$ cat config.mk
export PLATFORM = sky130hd
export DESIGN_NAME = pipe_hazard_ctrl
export DESIGN_NICKNAME = d
export VERILOG_FILES = /design/src/rtl/pipe_ctrl_pkg.sv /design/src/rtl/reg_scoreboard.sv /design/src/rtl/pipe_hazard_ctrl.sv
export SDC_FILE = /design/constraint.sdc
export NUM_CORES = 1
export LEC_CHECK = 0
export BUFFER_PORTS_ARGS = -buffer_cell sky130_fd_sc_hd__buf_2
export CORE_ASPECT_RATIO = 0.8
export CORE_UTILIZATION = 50
export CTS_BUF_LIST = sky130_fd_sc_hd__clkbuf_4 sky130_fd_sc_hd__clkbuf_8
export DETAILED_ROUTE_END_ITERATION = 8
export PLACE_DENSITY = 0.71
export SLEW_MARGIN = 40
export SYNTH_ARGS = -nofsm -noshare
export SYNTH_HDL_FRONTEND = slang
export SYNTH_SLANG_ARGS = --single-unit
$ cat constraint.sdc
create_clock -name clk_i -period 3.99 [get_ports clk_i]
set_input_delay 0.399 -clock clk_i [delete_from_list [all_inputs] [get_ports clk_i]]
set_output_delay 0.399 -clock clk_i [all_outputs]
set_load 0.02 [all_outputs]
$ cat src/rtl/pipe_ctrl_pkg.sv
// Shared types and constants for the front-end hazard sequencer.
// Holds the control state enum, the scoreboard counter width and the stall-counter saturation.
package pipe_ctrl_pkg;

   typedef enum logic [2:0] {
      IDLE,
      RUN,
      FLUSH,
      DRAIN,
      HALT
   } state_e;

   localparam int WB_LAT_DEF  = 3;
   localparam int MEM_LAT_DEF = 2;
   localparam int SB_W        = $clog2(WB_LAT_DEF + MEM_LAT_DEF + 1);

   localparam logic [15:0] STALL_MAX = 16'hFFFF;

   function automatic logic [15:0] sat_inc(input logic [15:0] v);
      return (v == STALL_MAX) ? v : v + 16'd1;
   endfunction

endpackage

$ cat src/rtl/reg_scoreboard.sv
// Per-register write-back down-counters with one load port, two busy lookups and an all-idle flag.
// A counter of 1 marks the write-back cycle itself, which is bypassed to readers and so is not busy.
module reg_scoreboard
   import pipe_ctrl_pkg::*;
#(
   parameter int IDX_BITS = 4,
   parameter int CNT_W    = SB_W
) (
   input  logic                clk_i,
   input  logic                rst_i,
   input  logic                ld_i,
   input  logic [IDX_BITS-1:0] ld_idx_i,
   input  logic [CNT_W-1:0]    ld_val_i,
   input  logic [IDX_BITS-1:0] rd0_idx_i,
   input  logic [IDX_BITS-1:0] rd1_idx_i,
   output logic                rd0_busy_o,
   output logic                rd1_busy_o,
   output logic                idle_o
);

   localparam int N = 2 ** IDX_BITS;

   logic [CNT_W-1:0] cnt_q [N];
   logic [CNT_W-1:0] cnt_d [N];

   always_comb begin
      for (int i = 0; i < N; i++) begin
         cnt_d[i] = (cnt_q[i] != '0) ? cnt_q[i] - CNT_W'(1) : '0;
         if (ld_i && (ld_idx_i == IDX_BITS'(i))) begin
            cnt_d[i] = ld_val_i;
         end
      end
   end

   // NOTE: every counter is reset, not just the state; a stale count after reset would stall a fresh program.
   always_ff @(posedge clk_i or posedge rst_i) begin
      if (rst_i) begin
         for (int i = 0; i < N; i++) begin
            cnt_q[i] <= '0;
         end
      end else begin
         for (int i = 0; i < N; i++) begin
            cnt_q[i] <= cnt_d[i];
         end
      end
   end

   assign rd0_busy_o = (cnt_q[rd0_idx_i] > CNT_W'(1));
   assign rd1_busy_o = (cnt_q[rd1_idx_i] > CNT_W'(1));

   always_comb begin
      idle_o = 1'b1;
      for (int i = 0; i < N; i++) begin
         if (cnt_q[i] != '0) begin
            idle_o = 1'b0;
         end
      end
   end

endmodule

$ cat src/rtl/pipe_hazard_ctrl.sv
// Fetch/decode front-end sequencer: RAW stalls from int/vector scoreboards, jump flushes,
// and end-of-program drain to a sticky halt.
module pipe_hazard_ctrl
   import pipe_ctrl_pkg::*;
#(
   parameter int REGI_BITS = 4,
   parameter int VECT_BITS = 2,
   parameter int REGI_SIZE = 16,
   parameter int WB_LAT    = WB_LAT_DEF,
   parameter int MEM_LAT   = MEM_LAT_DEF,
   parameter int FLUSH_CYC = 1
) (
   input  logic                 clk_i,
   input  logic                 rst_i,
   input  logic                 start_i,
   input  logic                 id_valid_i,
   input  logic [REGI_BITS-1:0] id_src1_i,
   input  logic                 id_src1_int_i,
   input  logic                 id_src1_v_i,
   input  logic [REGI_BITS-1:0] id_src2_i,
   input  logic                 id_src2_int_i,
   input  logic                 id_src2_v_i,
   input  logic [REGI_BITS-1:0] id_dst_i,
   input  logic                 id_wr_int_i,
   input  logic                 id_wr_v_i,
   input  logic                 id_mem_read_i,
   input  logic                 id_jump_i,
   input  logic [9:0]           id_jump_addr_i,
   input  logic                 id_end_i,
   output logic                 pc_we_o,
   output logic                 pc_sel_o,
   output logic [REGI_SIZE-1:0] pc_target_o,
   output logic                 ifid_we_o,
   output logic                 ifid_flush_o,
   output logic                 idex_bubble_o,
   output logic                 halted_o,
   output logic [15:0]          stall_cnt_o
);

   localparam int CNT_W = $clog2(WB_LAT + MEM_LAT + 1);
   localparam int FL_W  = (FLUSH_CYC < 2) ? 1 : $clog2(FLUSH_CYC + 1);

   state_e          state_q, state_d;
   logic [FL_W-1:0] flush_cnt_q, flush_cnt_d;
   logic [15:0]     stall_cnt_q, stall_cnt_d;

   logic i_busy1, i_busy2, i_idle;
   logic v_busy1, v_busy2, v_idle;
   logic hazard, issue;
   logic [CNT_W-1:0] ld_val;

   assign ld_val = id_mem_read_i ? CNT_W'(WB_LAT + MEM_LAT) : CNT_W'(WB_LAT);

   reg_scoreboard #(.IDX_BITS(REGI_BITS), .CNT_W(CNT_W)) u_sb_int (
      .clk_i      (clk_i),
      .rst_i      (rst_i),
      .ld_i       (issue && id_wr_int_i),
      .ld_idx_i   (id_dst_i),
      .ld_val_i   (ld_val),
      .rd0_idx_i  (id_src1_i),
      .rd1_idx_i  (id_src2_i),
      .rd0_busy_o (i_busy1),
      .rd1_busy_o (i_busy2),
      .idle_o     (i_idle)
   );

   reg_scoreboard #(.IDX_BITS(VECT_BITS), .CNT_W(CNT_W)) u_sb_vec (
      .clk_i      (clk_i),
      .rst_i      (rst_i),
      .ld_i       (issue && id_wr_v_i),
      .ld_idx_i   (id_dst_i[VECT_BITS-1:0]),
      .ld_val_i   (ld_val),
      .rd0_idx_i  (id_src1_i[VECT_BITS-1:0]),
      .rd1_idx_i  (id_src2_i[VECT_BITS-1:0]),
      .rd0_busy_o (v_busy1),
      .rd1_busy_o (v_busy2),
      .idle_o     (v_idle)
   );

   assign hazard = id_valid_i &&
                   ((id_src1_int_i && i_busy1) || (id_src1_v_i && v_busy1) ||
                    (id_src2_int_i && i_busy2) || (id_src2_v_i && v_busy2));
   assign issue  = (state_q == RUN) && id_valid_i && !hazard;

   assign pc_target_o = REGI_SIZE'(id_jump_addr_i);
   assign stall_cnt_o = stall_cnt_q;

   // NOTE: every output and next-state signal gets a default first so no path can infer a latch.
   always_comb begin
      state_d       = state_q;
      flush_cnt_d   = flush_cnt_q;
      stall_cnt_d   = stall_cnt_q;
      pc_we_o       = 1'b0;
      pc_sel_o      = 1'b0;
      ifid_we_o     = 1'b0;
      ifid_flush_o  = 1'b1;
      idex_bubble_o = 1'b1;
      halted_o      = 1'b0;
      unique case (state_q)
         IDLE: begin
            if (start_i) state_d = RUN;
         end
         RUN: begin
            ifid_flush_o  = 1'b0;
            idex_bubble_o = 1'b0;
            if (hazard) begin
               idex_bubble_o = 1'b1;
               stall_cnt_d   = sat_inc(stall_cnt_q);
            end else if (issue && id_jump_i) begin
               pc_we_o      = 1'b1;
               pc_sel_o     = 1'b1;
               ifid_we_o    = 1'b1;
               ifid_flush_o = 1'b1;
               flush_cnt_d  = FL_W'(FLUSH_CYC);
               state_d      = FLUSH;
            end else if (issue && id_end_i) begin
               ifid_flush_o = 1'b1;
               state_d      = DRAIN;
            end else begin
               pc_we_o   = 1'b1;
               ifid_we_o = 1'b1;
            end
         end
         FLUSH: begin
            pc_we_o   = 1'b1;
            ifid_we_o = 1'b1;
            if (flush_cnt_q <= FL_W'(1)) state_d = RUN;
            else flush_cnt_d = flush_cnt_q - FL_W'(1);
         end
         DRAIN: begin
            if (i_idle && v_idle) state_d = HALT;
         end
         HALT: begin
            halted_o = 1'b1;
         end
         default: state_d = IDLE;
      endcase
   end

   // NOTE: sequential state uses non-blocking assignments so all registers update together at the edge.
   always_ff @(posedge clk_i or posedge rst_i) begin
      if (rst_i) begin
         state_q     <= IDLE;
         flush_cnt_q <= '0;
         stall_cnt_q <= '0;
      end else begin
         state_q     <= state_d;
         flush_cnt_q <= flush_cnt_d;
         stall_cnt_q <= stall_cnt_d;
      end
   end

endmodule

==> impl_metrics.yaml, run 1 <==
clocking:
  clock_latency_ns: 0.37
  ctsHoldBuffers: 0
  htree_levels: 3
  clk_pin_slew_worst_paths_ns: 0.09
  ctsRootBufferMaster: "clkbuf_8"
  cts_buffers: 9
  cts_buffer_depth: 2
  cts_tree: "done"
  numClockSinks: 79
  post_cts.repair.setup_buffers: 0
  ctsResizeCount: 0
worst_setup_path:
  endpoint: "ifid_we_o"
  critPathLaunchType: "flip-flop"
  slowest_delay_ns: 0.48
  timing.rr.start: "u_sb_int.cnt_q[8]"
  cpLargestDelayFamily: "compound AO/OA/AOI/OAI gates"
  crit_start: "u_sb_int.cnt_q[8]"
  r2r_cells: 8
  crit_slowest_cell: "a211oi_2"
  critical_path_class: "flip-flop to output port"
  path_depth: 8
  cp.arrival_ns: 2.90
  required_ns: 3.59
  critPathCaptureType: "output port"
  cp_max_fo: 6
  rrSetupSlack_ns: 1.28
  crit_chain: "nor2_1, a21oi_1, a2111oi_2, nor4b_2, a211oi_2, o21ai_1, a311oi_1, buf_2"
  rr_endpoint: "u_sb_int.cnt_q[26]"
  worst-path-buf-inv: 1
global_routing:
  met3_usage_pct: 4.82
  grt_pass1_wl_um: 18000
  grt_util_met2_pct: 34.5
  antenna_found_initial: 0
  grt_remaining_overflow: 0
  gr-max-usage-layer: "met2"
  met1_usage_pct: 32.2
  grt_usage_pct: 22.5
  first_global_vias: 3583
  grt_start_max_net_pins: 51
timing:
  slew_viol_final: 0
  fin_crit_sh_pct: 82.8
  finalCriticalPeriod_ns: 3.30
  rsz0062_at_grt: "no"
  hold_violations: 0
  fmax_mhz: 303
  setup_viol: 0
  relSlewSlack_pct: 50.1
  worst_pin_slew_ns: 0.748
  clock_skew_ns: 0.0121
  tns_ns: 0
logic_synthesis:
  post_synth.cell_area_avg_um2: 9.91
  synthDistinctLibCells: 46
  synthesis.area_um2: 5060
  synth_top_area_cell: "dfrtp_1"
  yosys_warnings: 0
  synthTopCellsByArea: "dfrtp_1, ha_1, mux2_1, mux2i_1, inv_1"
  async_reset_ff_share_pct: 100
  synth_common_cells: "dfrtp_1, inv_1, ha_1"
  synth_top_family_by_area: "simple AND/OR/NAND/NOR gates"
  yosys.area_share.xor_xnor_pct: 2.77
  synthMuxAreaShare_pct: 11.5
  synth_edf_count: 0
  syn-instance-count: 511
  synth_most_common_cell: "dfrtp_1"
  synth.ff_latch_count: 79
  synth_seq_area_share_pct: 39.1
  yosys.area_share.simple_pct: 20.4
  yosys.area_share.adder_pct: 10.1
  synth_compound_area_share_pct: 8.33
  yosysTopAreaCellShare_pct: 39.1
  synthFlopType: "dfrtp_1"
power_and_ir_drop:
  vdd.ir_drop.worst_v: 0.000228
  total_power_uw: 2480
  leakage_uw: 0.00279
  powerDensity_nw_per_um2: 447
finish:
  drive_gt1_share_pct: 19.7
  fillers: 863
  antennaDiodeCount: 0
  fin_nets: 618
  area_growth_pct: 9.34
drt:
  wirelength_um: 11000
  vias: 3661
  first_pass_iters: 4
  drc: 0
  vias_per_cell: 5.36
  wl_per_cell_um: 16.1
  ant_nets: 0
  drtIter0Drc: 182
floorplan:
  start_util_pct: 52.0
  core_area_um2: 9730
  die_h_um: 92
  std_cell_rows: 32
  fp.dieArea_um2: 10500
  ios: 73
  die_w_um: 115
placement:
  place_hpwl_um: 8250
  gp_congestion: 0.825
  io_buffers: 46
min_path:
  hp-class: "input port to asynchronous set/reset pin"
run:
  cap_violations: 0
status:
  status: "finished, final reports clean"
registers in the layout, summed over array words and instances, names as in the netlist:
signal,flops
stall_cnt_o,16
u_sb_int.cnt_q,48
state_q,3
u_sb_vec.cnt_q,12
worst min path at each step:
stage / cells past startpoint / start / endpoint
after global routing: 2 / rst_i / u_sb_vec.cnt_q[2]
after floorplan: 1 / u_sb_int.cnt_q[0] / u_sb_int.cnt_q[0]
after detailed placement: 2 / rst_i / u_sb_vec.cnt_q[0]
final: 2 / rst_i / u_sb_vec.cnt_q[0]
after CTS: 2 / rst_i / u_sb_vec.cnt_q[0]
after global placement: 1 / u_sb_int.cnt_q[24] / u_sb_int.cnt_q[24]
report_power, final:
group	internal, µW	leakage, µW	total (µW)	switching (µW)
combinational	288	0.00159	789	501
sequential	902	0.00108	1000	102
clock	376	0.000113	683	307
area by class of cell:
class / instances / area [µm²] / area share [%]
repair buffers: 49 / 253 / 4.57
well taps: 136 / 170 / 3.07
multi-input cells: 354 / 2720 / 49.1
clock inverters: 5 / 81.3 / 1.47
flip-flops and latches: 79 / 1980 / 35.7
inverters: 49 / 189 / 3.41
clock buffers: 11 / 145 / 2.62
logic make-up (layout without fill, tap and decap cells):
group | count (synthesis) | count (layout)
xor gates and xnor gates | 16 | 16
other | 1 | 6
muxes | 48 | 48
and+or+nand+nor | 174 | 174
adders and majority gates | 41 | 41
AOI/OAI and AO/OA | 69 | 69
buffers and inverters | 83 | 114
DFF | 79 | 79
worst reg2reg max path: cells and delay by family, from the launching register on:
kind                   cells  cell delay, ns
and+or+nand+nor            3            0.81
AOI/OAI and AO/OA          3            0.81
DFF                        1            0.42
muxes                      1            0.33
buffers and inverters      1            0.22
through the flow:
stage / area [µm²] / hold WS [ns] / instances / worst slack (ns) / utilization [%]
6_report: 5540 / 0.0208 / 683 / 0.688 / 56.9
5_1_grt: 5540 / 0.0542 / 683 / 0.528 / 56.9
4_1_cts: 5540 / 0.0523 / 683 / 0.702 / 56.9
3_5_place_dp: 5310 / 0.452 / 667 / 0.976 / 54.6
3_3_place_gp: 5300 / 0.447 / 667 / 1.09 / 54.5
2_1_floorplan: 5080 / 0.430 / 516 / 0.732 / -
layout by cell type (no fill, tap or decap), types with 3 or more instances in the layout:
cell | synthesis | routed
a21oi_1 | 29 | 29
and2_1 | 22 | 22
and3_1 | 5 | 5
buf_2 | 5 | 46
buf_4 | 20 | 3
clkbuf_8 | 0 | 10
conb_1 | 1 | 6
dfrtp_1 | 79 | 79
ha_1 | 41 | 41
inv_1 | 48 | 47
mux2_1 | 21 | 21
mux2i_1 | 21 | 21
mux4_2 | 6 | 6
nand2_1 | 14 | 14
nand3_1 | 16 | 16
nand4_1 | 15 | 15
nor2_1 | 30 | 30
nor2b_1 | 6 | 6
nor3_1 | 22 | 22
nor3_2 | 9 | 9
nor4b_2 | 5 | 5
o21ai_1 | 12 | 11
o21bai_1 | 11 | 11
o22ai_1 | 6 | 6
or2_2 | 14 | 14
xor2_1 | 14 | 14
per-layer routing:
layer / wire (µm) / vias to the layer above
met5: 0 / -
met4: 109 / 0
met3: 475 / 13
met2: 5070 / 67
met1: 5340 / 1788
li1: - / 1793
(Power assumes the default switching activity.)
==> run 2: changes to the inputs <==
--- a/config.mk
+++ b/config.mk
@@ -5,12 +5,13 @@
 export SDC_FILE = /design/constraint.sdc
 export NUM_CORES = 1
 export LEC_CHECK = 0
+export ABC_AREA = 1
 export BUFFER_PORTS_ARGS = -buffer_cell sky130_fd_sc_hd__buf_2
 export CORE_ASPECT_RATIO = 0.8
 export CORE_UTILIZATION = 50
 export CTS_BUF_LIST = sky130_fd_sc_hd__clkbuf_4 sky130_fd_sc_hd__clkbuf_8
 export DETAILED_ROUTE_END_ITERATION = 8
-export PLACE_DENSITY = 0.71
+export PLACE_DENSITY = 0.74
 export SLEW_MARGIN = 40
 export SYNTH_ARGS = -nofsm -noshare
 export SYNTH_HDL_FRONTEND = slang
==> constraint.sdc (replaced) <==
create_clock -name clk_i -period 2.9 [get_ports clk_i]
set_input_delay 0.29 -clock clk_i [delete_from_list [all_inputs] [get_ports clk_i]]
set_output_delay 0.29 -clock clk_i [all_outputs]
set_load 0.02 [all_outputs]
==> run 2 against run 1 <==
Against the previous run:
- count of clock-buffer cells in the layout stayed put
- first-iteration DRC count is 40% higher
- clock skew is 0.0029 ns higher
- synthesized cell count is 29% higher
- hold slack better by 0.23 ns
- sequential cell count stayed put
- via count is 19% higher
- non-clock buffer count is 4 higher
- power is 44% higher
- design area is 2.2% higher
==> impl_metrics.yaml, run 2 <==
finish:
  final_cell_mix: "nand2_1, inv_1, dfrtp_1"
  largest-register: "u_sb_int.cnt_q"
  area_growth_pct: 9.44
  antennaDiodeCount: 0
  largest_reg_flops: 48
  final_common_cell: "nand2_1"
  drive_gt1_share_pct: 13.7
  fin_nets: 774
  final_util_pct: 57.4
timing:
  slew_viol_final: 0
  setup_viol: 0
  worst_pin_slew_ns: 0.836
  clock_skew_ns: 0.0150
  rsz0062_at_grt: "no"
  fmax_mhz: 395
  tns_ns: 0
  finalCriticalPeriod_ns: 2.53
  fin_crit_sh_pct: 87.3
  hold_violations: 0
  relSlewSlack_pct: 44.2
logic_synthesis:
  synth.ff_latch_count: 79
  synthDistinctLibCells: 35
  synthesis.area_um2: 5170
  synth_common_cells: "nand2_1, inv_1, dfrtp_1"
  synth_edf_count: 0
  yosys_warnings: 0
  async_reset_ff_share_pct: 100
  syn-instance-count: 658
  post_synth.cell_area_avg_um2: 7.85
  synth_seq_area_share_pct: 38.3
  synthFlopType: "dfrtp_1"
  synthTopCellsByArea: "dfrtp_1, nand2_1, ha_1, inv_1, o21ai_0"
  synth_most_common_cell: "nand2_1"
  yosysTopAreaCellShare_pct: 38.3
  synth_top_area_cell: "dfrtp_1"
global_routing:
  grt_pass1_wl_um: 20300
  grt_start_max_net_pins: 31
  grt_remaining_overflow: 0
  antenna_found_initial: 0
  grt_usage_pct: 24.5
  first_global_vias: 4254
worst_setup_path:
  r2r_cells: 16
  worst-path-buf-inv: 3
  crit_top_cell: "nand2_1"
  endpoint: "u_sb_int.cnt_q[44]"
  rr_endpoint: "u_sb_int.cnt_q[44]"
  timing.rr.start: "u_sb_int.cnt_q[34]"
  cp_max_fo: 14
  required_ns: 3.10
  slowest_delay_ns: 0.40
  crit_start: "u_sb_int.cnt_q[34]"
  path_depth: 16
  crit_slowest_cell: "dfrtp_1"
  critical_path_class: "flip-flop to flip-flop"
  crit_chain: "nor2_1, nand2_1, nand2_1, nand2_1, nand3_1, nand3_1, nand3_1, nand2_1, nor2_4, inv_4, nor2_8, buf_4, buf_4, nand3_2, nand2_1, o21ai_1"
  critPathLaunchType: "flip-flop"
  rrSetupSlack_ns: 0.37
  cp.arrival_ns: 2.74
  critPathCaptureType: "flip-flop"
  cpLargestDelayFamily: "simple AND/OR/NAND/NOR gates"
drt:
  wl_per_cell_um: 14.2
  vias: 4360
  vias_per_cell: 5.20
  ant_nets: 0
  wirelength_um: 11900
  drtIter0Drc: 255
  drc: 0
  first_pass_iters: 5
power_and_ir_drop:
  total_power_uw: 3560
  powerDensity_nw_per_um2: 630
  leakage_uw: 0.00295
  vdd.ir_drop.worst_v: 0.000403
floorplan:
  die_w_um: 116
  ios: 73
  fp.dieArea_um2: 10700
  die_h_um: 92.9
  std_cell_rows: 32
  start_util_pct: 52.5
  core_area_um2: 9850
placement:
  place_hpwl_um: 9020
  gp_congestion: 0.952
  io_buffers: 46
clocking:
  ctsResizeCount: 0
  cts_buffers: 9
  clk_pin_slew_worst_paths_ns: 0.09
  ctsRootBufferMaster: "clkbuf_8"
  htree_levels: 3
  numClockSinks: 79
  cts_tree: "done"
  clock_latency_ns: 0.37
  cts_buffer_depth: 2
run:
  cap_violations: 0
status:
  status: "finished, final reports clean"
min_path:
  hp-class: "input port to flip-flop"
==> run 2: worst min-delay path: stages <==
cell      delay [ns]
buf_2           0.09
o211ai_1        0.12
nand2_1         0.08
==> run 2: worst min-delay path by stage <==
stage / end / start / depth (start not counted) / slack, ns
final: state_q[1] / id_jump_i / 3 / 0.25
after floorplan: u_sb_int.cnt_q[36] / u_sb_int.cnt_q[36] / 1 / 0.45
after global routing: state_q[1] / id_jump_i / 3 / 0.25
after global placement: stall_cnt_o[12] / rst_i / 2 / 0.28
after detailed placement: stall_cnt_o[12] / rst_i / 2 / 0.28
after CTS: state_q[1] / id_jump_i / 3 / 0.23
==> run 2: final cells by class <==
cell class                 count  area (µm²)
fill                         892        4190
tap                          136         170
clock inverter                 5        81.3
inverter                      98         372
multi-input combinational    457        2630
timing repair buffer          53         285
sequential                    79        1980
clock buffer                  11         145
==> run 2: power by group <==
group | switching, µW | internal (µW) | total (µW) | leakage (µW)
logic | 798 | 390 | 1190 | 0.00176
clock network | 414 | 518 | 932 | 0.000113
registers | 157 | 1290 | 1440 | 0.00108
==> run 2: cells by family after synthesis <==
logic type / count (synthesis) / share of synthesized area, %
buffers and inverters: 127 / 11.3
and+or+nand+nor: 292 / 27.9
xor gates and xnor gates: 13 / 2.20
AOI/OAI and AO/OA: 105 / 10.3
adders and majority gates: 41 / 9.93
DFF: 79 / 38.3
other: 1 / 0.0726
==> run 2: what timing repair did <==
action,CTS,global route
endpoints found under the hold margin,19,0
endpoints found under the setup margin,0,2
hold buffers,1,0
setup buffers,0,1
==> run 2: metal layers <==
metal	GRT usage [%]	part of all wire (%)	vias up
met5	0	0	-
met1	34.6	47	2061
li1	-	-	2163
met2	38.5	46	119
met4	6.52	1.3	0
met3	4.78	6.1	17
==> run 2: through the flow <==
stage | area, µm² | cells | worst slack, ns | hold slack, ns
5_1_grt | 5660 | 839 | 0.167 | 0.252
3_5_place_dp | 5410 | 821 | 0.389 | 0.276
4_1_cts | 5650 | 838 | 0.0915 | 0.226
3_3_place_gp | 5410 | 821 | 0.534 | 0.280
2_1_floorplan | 5190 | 663 | 0.587 | 0.448
6_report | 5660 | 839 | 0.369 | 0.248
==> run 3: changes to the inputs <==
--- a/config.mk
+++ b/config.mk
@@ -6,7 +6,7 @@
 export NUM_CORES = 1
 export LEC_CHECK = 0
 export ABC_AREA = 1
-export BUFFER_PORTS_ARGS = -buffer_cell sky130_fd_sc_hd__buf_2
+export BUFFER_PORTS_ARGS = -buffer_cell sky130_fd_sc_hd__buf_4
 export CORE_ASPECT_RATIO = 0.8
 export CORE_UTILIZATION = 50
 export CTS_BUF_LIST = sky130_fd_sc_hd__clkbuf_4 sky130_fd_sc_hd__clkbuf_8
==> run 3 against run 2 <==
Against the previous run:
- worst setup slack lost 0.0068 ns
- die area unchanged
- critical endpoint is now ifid_we_o
- combinational power is 5% higher
- fmax decreased by 0.27%
- sequential share of layout area down 0.70 points
- global-route usage grew 0.16 points
- sequential cell count is the same
- register-to-register slack improved by 0.05 ns
- clock power is 3.4% higher
==> impl_metrics.yaml, run 3 (synthesis gave the netlist of run 2 again) <==
global_routing:
  grt_start_max_net_pins: 50
  grt_remaining_overflow: 0
  grt_usage_pct: 24.7
  first_global_vias: 4080
  grt_pass1_wl_um: 20100
  antenna_found_initial: 0
finish:
  final_area_um2: 5770
  fillers: 874
  final_common_cell: "nand2_1"
  multi_input_area_um2: 2630
  regArea_um2: 1980
  largest-register: "u_sb_int.cnt_q"
  drive_gt1_share_pct: 13.3
  area_growth_pct: 11.7
  fin_nets: 772
  largest_reg_flops: 48
  final_cell_mix: "nand2_1, inv_1, dfrtp_1"
  antennaDiodeCount: 0
  final_util_pct: 58.6
timing:
  tns_ns: 0
  rsz0062_at_grt: "no"
  slew_viol_final: 0
  finalCriticalPeriod_ns: 2.54
  setup_viol: 0
  relSlewSlack_pct: 47.1
  fmax_mhz: 394
  fin_crit_sh_pct: 87.5
  hold_violations: 0
  worst_pin_slew_ns: 0.789
  clock_skew_ns: 0.0165
clocking:
  numClockSinks: 79
  cts_tree: "done"
  clock_latency_ns: 0.38
  cts_buffers: 9
  clk_pin_slew_worst_paths_ns: 0.09
  htree_levels: 3
  ctsRootBufferMaster: "clkbuf_8"
  ctsResizeCount: 0
  cts_buffer_depth: 2
min_path:
  hp-class: "input port to flip-flop"
worst_setup_path:
  critical_path_class: "flip-flop to output port"
  crit_top_cell: "nand3_1"
  slowest_delay_ns: 0.39
  critPathCaptureType: "output port"
  required_ns: 2.61
  cp_max_fo: 4
  cp.arrival_ns: 2.25
  crit_slowest_cell: "dfrtp_1"
  critPathLaunchType: "flip-flop"
  crit_chain: "inv_1, nand3_1, o21ai_1, nand2_1, nand3_1, nand3_1, nand3_1, nand2_1, nor2_4, nand3_1, nand3_1, nand3_1, nand2_1, buf_4"
drt:
  drc: 0
  drtIter0Drc: 267
  ant_nets: 0
  vias: 4272
  vias_per_cell: 5.11
  wl_per_cell_um: 14.3
  first_pass_iters: 5
  wirelength_um: 12000
power_and_ir_drop:
  sw_frac_of_total_pct: 38.0
  p_switching_uw: 1390
  p_int_uw: 2270
  seqPwrFrac_pct: 39.5
  leakage_uw: 0.00297
  vdd.ir_drop.worst_v: 0.000477
  total_power_uw: 3660
  powerDensity_nw_per_um2: 635
  power_frac_clock_pct: 26.3
  power_frac_comb_pct: 34.2
floorplan:
  fp.dieArea_um2: 10700
  core_area_um2: 9850
  ios: 73
  std_cell_rows: 32
  start_util_pct: 52.5
  die_w_um: 116
  die_h_um: 92.9
placement:
  gp_congestion: 0.964
  place_hpwl_um: 8870
  io_buffers: 46
  postPlaceCellArea_um2: 5520
status:
  status: "finished, final reports clean"
run:
  cap_violations: 0
[run 3: cell count changes in the layout (fill, tap and decap cells not counted)]
cell / before / now
clkinvlp_4: 1 / 0
clkinv_4: 1 / 0
buf_4: 6 / 49
clkbuf_4: 1 / 0
buf_12: 0 / 1
buf_2: 46 / 0
clkbuf_8: 10 / 12
clkinv_1: 1 / 2
inv_1: 93 / 92
[run 3: area by class of cell]
| type | count | area share (%) |
|---|---|---|
| timing repair buffer | 51 | 6.89 |
| sequential | 79 | 34.3 |
| inverter | 98 | 6.44 |
| multi-input combinational | 457 | 45.5 |
| clock inverter | 3 | 1.13 |
| clock buffer | 12 | 2.86 |
| tap | 136 | 2.95 |
[run 3: stage by stage]
stage               cells  hold WS, ns  worst slack (ns)
floorplan             663        0.448             0.587
global placement      819        0.373             0.545
detailed placement    819        0.374             0.463
CTS                   835        0.206             0.136
global route          836        0.243             0.145
finish                836        0.234             0.362
[run 3: worst max-delay path: cells and delay by family, from the launching register on]
| family | cells | cell delay [ns] |
|---|---|---|
| AO/OA/AOI/OAI | 1 | 0.10 |
| flip-flops | 1 | 0.39 |
| buffers and inverters | 2 | 0.30 |
| AND/OR/NAND/NOR | 11 | 1.08 |
[run 3: worst paths after layout]
check / startpoint / end / slack [ns] / cells after the start
setup / recovery: u_sb_int.cnt_q[14] / ifid_we_o / 0.36 / 14
hold / removal: id_jump_i / state_q[1] / 0.23 / 3
setup reg to reg: u_sb_int.cnt_q[14] / u_sb_int.cnt_q[35] / 0.42 / 16
hold reg to reg: u_sb_int.cnt_q[42] / u_sb_int.cnt_q[42] / 0.49 / 1
max in group asynchronous: rst_i / u_sb_int.cnt_q[20] / 1.72 / 4
min in group asynchronous: rst_i / u_sb_int.cnt_q[39] / 0.52 / 3
[run 3: routing by layer]
metal	wire length, µm	vias to the layer above	track usage (%)
met5	0	-	0
met4	235	0	8.97
met3	705	18	6.74
met2	5260	96	36.1
met1	5750	2006	34.7
li1	-	2152	-
[run 3: what timing repair did]
item	in CTS	in global routing
hold endpoints to repair	30	0
endpoints found under the setup margin	0	2
setup buffers	0	1
hold buffers	1	0
[run 3: power by group through the flow]
stage | logic, µW | clock network [µW] | registers, µW
4_1_cts | 1250 | 986 | 1440
3_5_place_dp | 1240 | 0 | 1460
2_1_floorplan | 863 | 0 | 1460
6_report | 1250 | 964 | 1450
3_3_place_gp | 1200 | 0 | 1450
5_1_grt | 1420 | 1040 | 1470
